File: src/rtl/ifq_pkg.sv
// Shared types for the instruction fetch queue: FSM states, queue entry layout, default sizes.
package ifq_pkg;
  localparam int IFQ_XLEN  = 32;
  localparam int IFQ_DEPTH = 4;
  localparam int IFQ_PTR_W = $clog2(IFQ_DEPTH);

  typedef enum logic {FETCH, DRAIN} ifq_state_e;

  typedef struct packed {
    logic [IFQ_XLEN-1:0] data;
    logic [IFQ_XLEN-1:0] pc;
  } ifq_entry_t;
endpackage

File: src/rtl/ifq_fifo.sv
// Prefetch FIFO of {data, pc} entries; flush wins over push/pop.
module ifq_fifo
  import ifq_pkg::*;
#(
  parameter int DEPTH = IFQ_DEPTH,
  localparam int PTR_W = $clog2(DEPTH)
) (
  input  logic             clk,
  input  logic             reset,
  input  logic             push,
  input  ifq_entry_t       din,
  input  logic             pop,
  input  logic             flush,
  output ifq_entry_t       dout,
  output logic             full,
  output logic             empty,
  output logic [PTR_W:0]   count
);
  ifq_entry_t       mem [DEPTH];
  logic [PTR_W-1:0] rd_ptr, wr_ptr;
  logic             rd;

  assign rd    = pop && !empty;
  assign full  = count == (PTR_W+1)'(DEPTH);
  assign empty = count == '0;
  assign dout  = mem[rd_ptr];

  always_ff @(posedge clk or negedge reset) begin
    if (!reset) begin
      rd_ptr <= '0;
      wr_ptr <= '0;
      count  <= '0;
    end else if (flush) begin
      rd_ptr <= '0;
      wr_ptr <= '0;
      count  <= '0;
    end else begin
      if (push) wr_ptr <= wr_ptr + 1'b1;
      if (rd)   rd_ptr <= rd_ptr + 1'b1;
      count <= count + (PTR_W+1)'(push) - (PTR_W+1)'(rd);
    end
  end

  // Storage needs no reset: a slot is only read after it was written.
  always_ff @(posedge clk) begin
    if (!flush && push) mem[wr_ptr] <= din;
  end
endmodule

File: src/rtl/ifetch_queue.sv
// Fetch front end: PC, credit-limited imem requests, redirect flush/drain, prefetch queue.
// Define IFQ_BYPASS_EN to forward a response straight to decode when the queue is empty.
module ifetch_queue
  import ifq_pkg::*;
#(
  parameter int              XLEN     = IFQ_XLEN,
  parameter int              DEPTH    = IFQ_DEPTH,
  parameter logic [XLEN-1:0] RESET_PC = '0
) (
  input  logic            clk,
  input  logic            reset,
  output logic            imem_req_valid,
  input  logic            imem_req_ready,
  output logic [XLEN-1:0] imem_req_addr,
  input  logic            imem_rsp_valid,
  input  logic [XLEN-1:0] imem_rsp_data,
  input  logic            redirect_valid,
  input  logic [XLEN-1:0] redirect_pc,
  output logic            inst_valid,
  input  logic            inst_ready,
  output logic [XLEN-1:0] inst_data,
  output logic [XLEN-1:0] inst_pc,
  output logic [XLEN-1:0] inst_pcplus4
);
  localparam int PTR_W = $clog2(DEPTH);
  localparam int CW    = PTR_W + 2;

  ifq_state_e      state, state_nx;
  logic [XLEN-1:0] pc, pc_nx, rsp_pc, rsp_pc_nx, base, tgt, addr_nx;
  logic [CW-1:0]   outst, outst_nx, drop, drop_nx, count_nx;
  logic [PTR_W:0]  count;
  logic            full, empty, accept, hold, byp, push, wr, pop, req_nx;
  ifq_entry_t      head, rsp_entry, cur;

  assign tgt       = redirect_pc & ~XLEN'(3);
  assign accept    = imem_req_valid && imem_req_ready;
  assign hold      = imem_req_valid && !imem_req_ready;
  assign rsp_entry = '{data: imem_rsp_data, pc: rsp_pc};

`ifdef IFQ_BYPASS_EN
  assign byp = empty && (state == FETCH) && !redirect_valid && imem_rsp_valid;
`else
  assign byp = 1'b0;
`endif

  assign push     = (state == FETCH) && !redirect_valid && imem_rsp_valid && !(byp && inst_ready);
  assign pop      = !empty && inst_ready && !redirect_valid;
  assign wr       = push && (!full || pop);
  assign outst_nx = outst + CW'(accept) - CW'(imem_rsp_valid);
  assign count_nx = redirect_valid ? '0 : CW'(count) + CW'(wr) - CW'(pop);

  always_comb begin
    state_nx  = state;
    drop_nx   = drop;
    rsp_pc_nx = rsp_pc;
    base      = redirect_valid ? tgt : pc;
    if (redirect_valid)                              rsp_pc_nx = tgt;
    else if (state == FETCH && imem_rsp_valid)       rsp_pc_nx = rsp_pc + XLEN'(4);
    case (state)
      FETCH: if (redirect_valid) begin
        drop_nx = outst_nx;
        // A held stale request must also be drained even if nothing is in flight yet.
        if (outst_nx != '0 || hold) state_nx = DRAIN;
      end
      DRAIN: begin
        drop_nx = drop + CW'(accept) - CW'(imem_rsp_valid);
        if (drop_nx == '0 && !hold) state_nx = FETCH;
      end
      default: state_nx = FETCH;
    endcase
    req_nx  = hold || (state_nx == FETCH && (count_nx + outst_nx) < CW'(DEPTH));
    addr_nx = hold ? imem_req_addr : base;
    pc_nx   = (req_nx && !hold) ? base + XLEN'(4) : base;
  end

  always_ff @(posedge clk or negedge reset) begin
    if (!reset) begin
      state          <= FETCH;
      pc             <= RESET_PC;
      rsp_pc         <= RESET_PC;
      outst          <= '0;
      drop           <= '0;
      imem_req_valid <= 1'b0;
      imem_req_addr  <= '0;
    end else begin
      state          <= state_nx;
      pc             <= pc_nx;
      rsp_pc         <= rsp_pc_nx;
      outst          <= outst_nx;
      drop           <= drop_nx;
      imem_req_valid <= req_nx;
      imem_req_addr  <= addr_nx;
    end
  end

  ifq_fifo #(.DEPTH(DEPTH)) u_fifo (
    .clk   (clk),
    .reset (reset),
    .push  (wr),
    .din   (rsp_entry),
    .pop   (pop),
    .flush (redirect_valid),
    .dout  (head),
    .full  (full),
    .empty (empty),
    .count (count)
  );

  always_comb begin
    cur = head;
    if (empty) cur = byp ? rsp_entry : '0;
  end

  assign inst_valid   = !empty || byp;
  assign inst_data    = cur.data;
  assign inst_pc      = cur.pc;
  assign inst_pcplus4 = inst_valid ? cur.pc + XLEN'(4) : '0;
endmodule

File: config.mk
export PLATFORM = sky130hd
export DESIGN_NAME = ifetch_queue
export DESIGN_NICKNAME = d
export VERILOG_FILES = /design/src/rtl/ifq_pkg.sv /design/src/rtl/ifq_fifo.sv /design/src/rtl/ifetch_queue.sv
export SDC_FILE = /design/constraint.sdc
export NUM_CORES = 1
export LEC_CHECK = 0
export CORE_MARGIN = 8
export CORE_UTILIZATION = 60
export CTS_CLUSTER_SIZE = 16
export DETAILED_ROUTE_END_ITERATION = 12
export HOLD_SLACK_MARGIN = 0.03
export MAX_ROUTING_LAYER = met4
export PLACE_DENSITY = 0.88
export SYNTH_ARGS = -nofsm -noshare
export SYNTH_HDL_FRONTEND = slang
export SYNTH_SLANG_ARGS = --single-unit
File: constraint.sdc
create_clock -name clk -period 12.2 [get_ports clk]
set_clock_uncertainty 0.15 [all_clocks]
set_input_delay 2.44 -clock clk [delete_from_list [all_inputs] [get_ports clk]]
set_output_delay 2.44 -clock clk [all_outputs]
set_load 0.01 [all_outputs]
==> results.md <==
* Row cnt at 60
* 1st-iter DRT viols at 1,052
* Slew HR at between 20% and 30%
* Max-slew violation count at 0
* Post-synth EDFFs at ~250
* WL final at 38.9 mm
* Met1 Use GR at a little under a third
* Yosys reg bits at 359
* Worst Path Buf+Inv at 4
* Most frequent cells in the layout: edfxtp_1, clkdlybuf4s50_1, dfrtp_1
* Final setup violation count at 0
* Unrepaired setup endpoints after global routing: false
* Num Clock Sinks at 359
* Outcome: finished clean
* Switching part of the total at 31.2%
* CTS H-tree depth at 2
* Share of the synthesized area in the top cell type at 46.4%
* # hold bufs at CTS at 0
* Vias in the first global route at 10,737
* Post-Syn Area per Cell at 13.9 um^2
* Flop pwr share at roughly two fifths
* Syn Inst Count at about 1,200
* Root Buffer: clkbuf_16
* Peak VDD IR at 0.104 mV
* Antenna violation net count after detailed routing at 0
* CTS tree: built
* Sequential share of the synthesized area at between 60% and 70%
* Fin area at 19,500 um^2
* Net Sw Power at 0.00123 W
* I/O Buffers at 193
* Grt total ovfl at 0
* Total CTS buffers at 36
* Final critical-path share of the clock period at 61.9%
* Met3 Use GR at roughly 4.5%
* Initial antenna violation count at 1
* Area after DPL at between 15,000 and 20,000 um^2
* Flop-to-flop setup slack at 6190 ps
* Critical-path maximum fanout at 19
* Die area at 32,200 um^2
* Hold crit path type: reg2reg
* Cell Area, Synth at ~16,000 um^2
* Hold Vio Cnt, Final at 0
* Worst path cell trace: clkdlybuf4s50_1 -> nor2b_1 -> and3_1 -> inv_1 -> ha_1 -> inv_1 -> ha_1 -> inv_1 -> fa_1 -> nor2_1 -> ha_1 -> and4b_1 -> o21a_1 -> o211a_1 -> or4_4 -> a211oi_4 -> nand4b_1 -> xor2_1
* CTS resizes at 0
* Main synth FF type: edfxtp_1
* Clock Latency Late Sink at 520 ps
* Crit start category: primary input
* Global Route met2 Usage at 39.1%
* CTS max path bufs at 3
* Global-route wire length before repair at 60.3 mm
* I/O pin total at 200
* Core area at about 27,000 um^2
* Arrival @ worst endpoint at 7780 ps
* Fmax at 0.133 GHz
* Largest net degree at the start of global routing at 99
* Clock power frac at 28.5%
* Post-DP HPWL at approximately 25 mm
* DRC Markers at 0
* Die Wd at 179 um
* Share of flip-flops with an asynchronous set or reset at a little under a third
* Crit path kind: in2reg
* Routability cong. at 0.857
* GRT Max-Usage Layer: met2
* Crit path largest cell delay at 800 ps
* Vias at 10,457
* Finished Core Util at 73.2%
* Starting Density at 60.3%
* Worst path slowest cell: a211oi_4
* Post-CTS Setup Bufs at 0
* Synth warn at 0
* Synth cell types at 56
* Cell family with most CP delay: simple AND/OR/NAND/NOR gates
* Share of cells above drive strength 1 at 10.8%
* DIE HEIGHT at 179 um
* Final nets at approximately 1,400
* Fillers at between 1,500 and 2,000
* Setup TNS at 0 ps
* Wire per inst at 22.8 um
* All-layer global routing usage at 24.2%
* Worst setup EP type: flip-flop
* Worst endpoint required time at around 12,000 ps
* Clk slew on worst S/H paths at 60 ps
* Drt first pass iters at 5
* Total of max-cap violations at 0
* Avg Vias per Cell at 6.12
* Comb pwr share at 33.3%
* Commonest non-fill, non-tap cell in the layout: edfxtp_1
* Post-layout min period at 7550 ps
* Leak at 6.84 nW
* Pwr/cell area at just over 200 nW/um^2
* Pint at 0.00272 W
* Layout area overhead at 21.3%
* Pin slew with the least headroom to its limit at 1070 ps
* Area contributors post-synth: edfxtp_1, dfrtp_1, mux4_2
* Post-synth top area cell: edfxtp_1
-- state kept, by name, summed over array words and instances (netlist names), 3 cells and up --
signal,count
outst,4
pc,32
imem_req_addr,32
rsp_pc,30
u_fifo.count,3
drop,4
u_fifo.mem,248
-- area by class of cell --
class                           instances  area, um^2  share of cell area (%)
Multi-Input combinational cell        707        5450                    28.0
Tap cell                              341         427                    2.19
Inverter                               30         113                   0.579
Timing Repair Buffer                  205        2020                    10.4
Sequential cell                       359       10200                    52.6
Clock inverter                         19         209                    1.07
Antenna cell                            1        2.50                  0.0129
Clock buffer                           46        1000                    5.17
-- worst register-to-register path, stage by stage, from the launching register on --
cell	delay, ps
dfrtp_1	450
nor3_2	210
buf_4	370
inv_2	310
buf_4	350
nand2_1	260
nor2_1	80
ha_1	310
inv_1	60
ha_1	160
inv_1	60
fa_1	480
nor2_1	40
ha_1	270
and4b_1	210
o21a_1	200
o211a_1	220
or4_4	470
a211oi_4	800
nand4b_1	230
xor2_1	210
-- per-layer routing --
layer  vias up  wire length (um)
met1      5278             16100
li1       4591                 -
met4         0               737
met2       524             19200
met5         -                 0
met3        64              2770
-- worst paths after layout --
| kind | start | end | cells after the start |
|---|---|---|---|
| max reg2reg | u_fifo.count[1] | pc[26] | 20 |
| max in group asynchronous | reset | u_fifo.rd_ptr[0] | 2 |
| min | pc[0] | pc[0] | 1 |
| min in group asynchronous | reset | pc[23] | 1 |
| min reg2reg | pc[0] | pc[0] | 1 |
| max | imem_rsp_valid | pc[26] | 18 |
-- synth_stat cells, drive strengths merged, types with 19 or more instances --
library cell,n
xnor2,45
nor2,98
nand4,19
edfxtp,248
o21ai,44
nand3,32
clkbuf,33
nor3,19
dfrtp,111
nand2,79
a21oi,48
mux4,61
buf,24
ha,22
and2,64
inv,30
xor2,49
-- power by group through the flow --
| stage | sequential, W | combinational [W] | clock, W |
|---|---|---|---|
| 3_3_place_gp | 0.00152 | 0.00127 | 0 |
| 4_1_cts | 0.00151 | 0.00132 | 0.00114 |
| 6_report | 0.00151 | 0.00132 | 0.00112 |
| 5_1_grt | 0.00152 | 0.00143 | 0.00118 |
| 3_5_place_dp | 0.00153 | 0.00130 | 0 |
| 2_1_floorplan | 0.00149 | 0.000790 | 0 |
-- through the flow --
step	cells	setup WS, ps	total power (W)	hold slack, ps
6_report	1708	4650	0.00395	366
5_1_grt	1708	4410	0.00413	393
4_1_cts	1707	4700	0.00397	367
2_1_floorplan	1153	4470	0.00228	319
3_3_place_gp	1642	4300	0.00279	344
3_5_place_dp	1642	4180	0.00283	348
-- kinds of logic (layout without fill, tap and decap cells) --
| logic type | after synthesis | after routing | share of synthesized area (%) |
|---|---|---|---|
| simple gates | 375 | 375 | 11.9 |
| flops | 359 | 359 | 63.8 |
| compound gates | 133 | 133 | 5.05 |
| xor+xnor | 94 | 94 | 5.13 |
| buf+inv | 87 | 300 | 2.42 |
| mux | 75 | 75 | 9.47 |
| fa+ha+maj | 26 | 26 | 2.22 |
| other cells | 1 | 5 | 0.0234 |
Note: power is estimated with default switching activity, not from simulation.
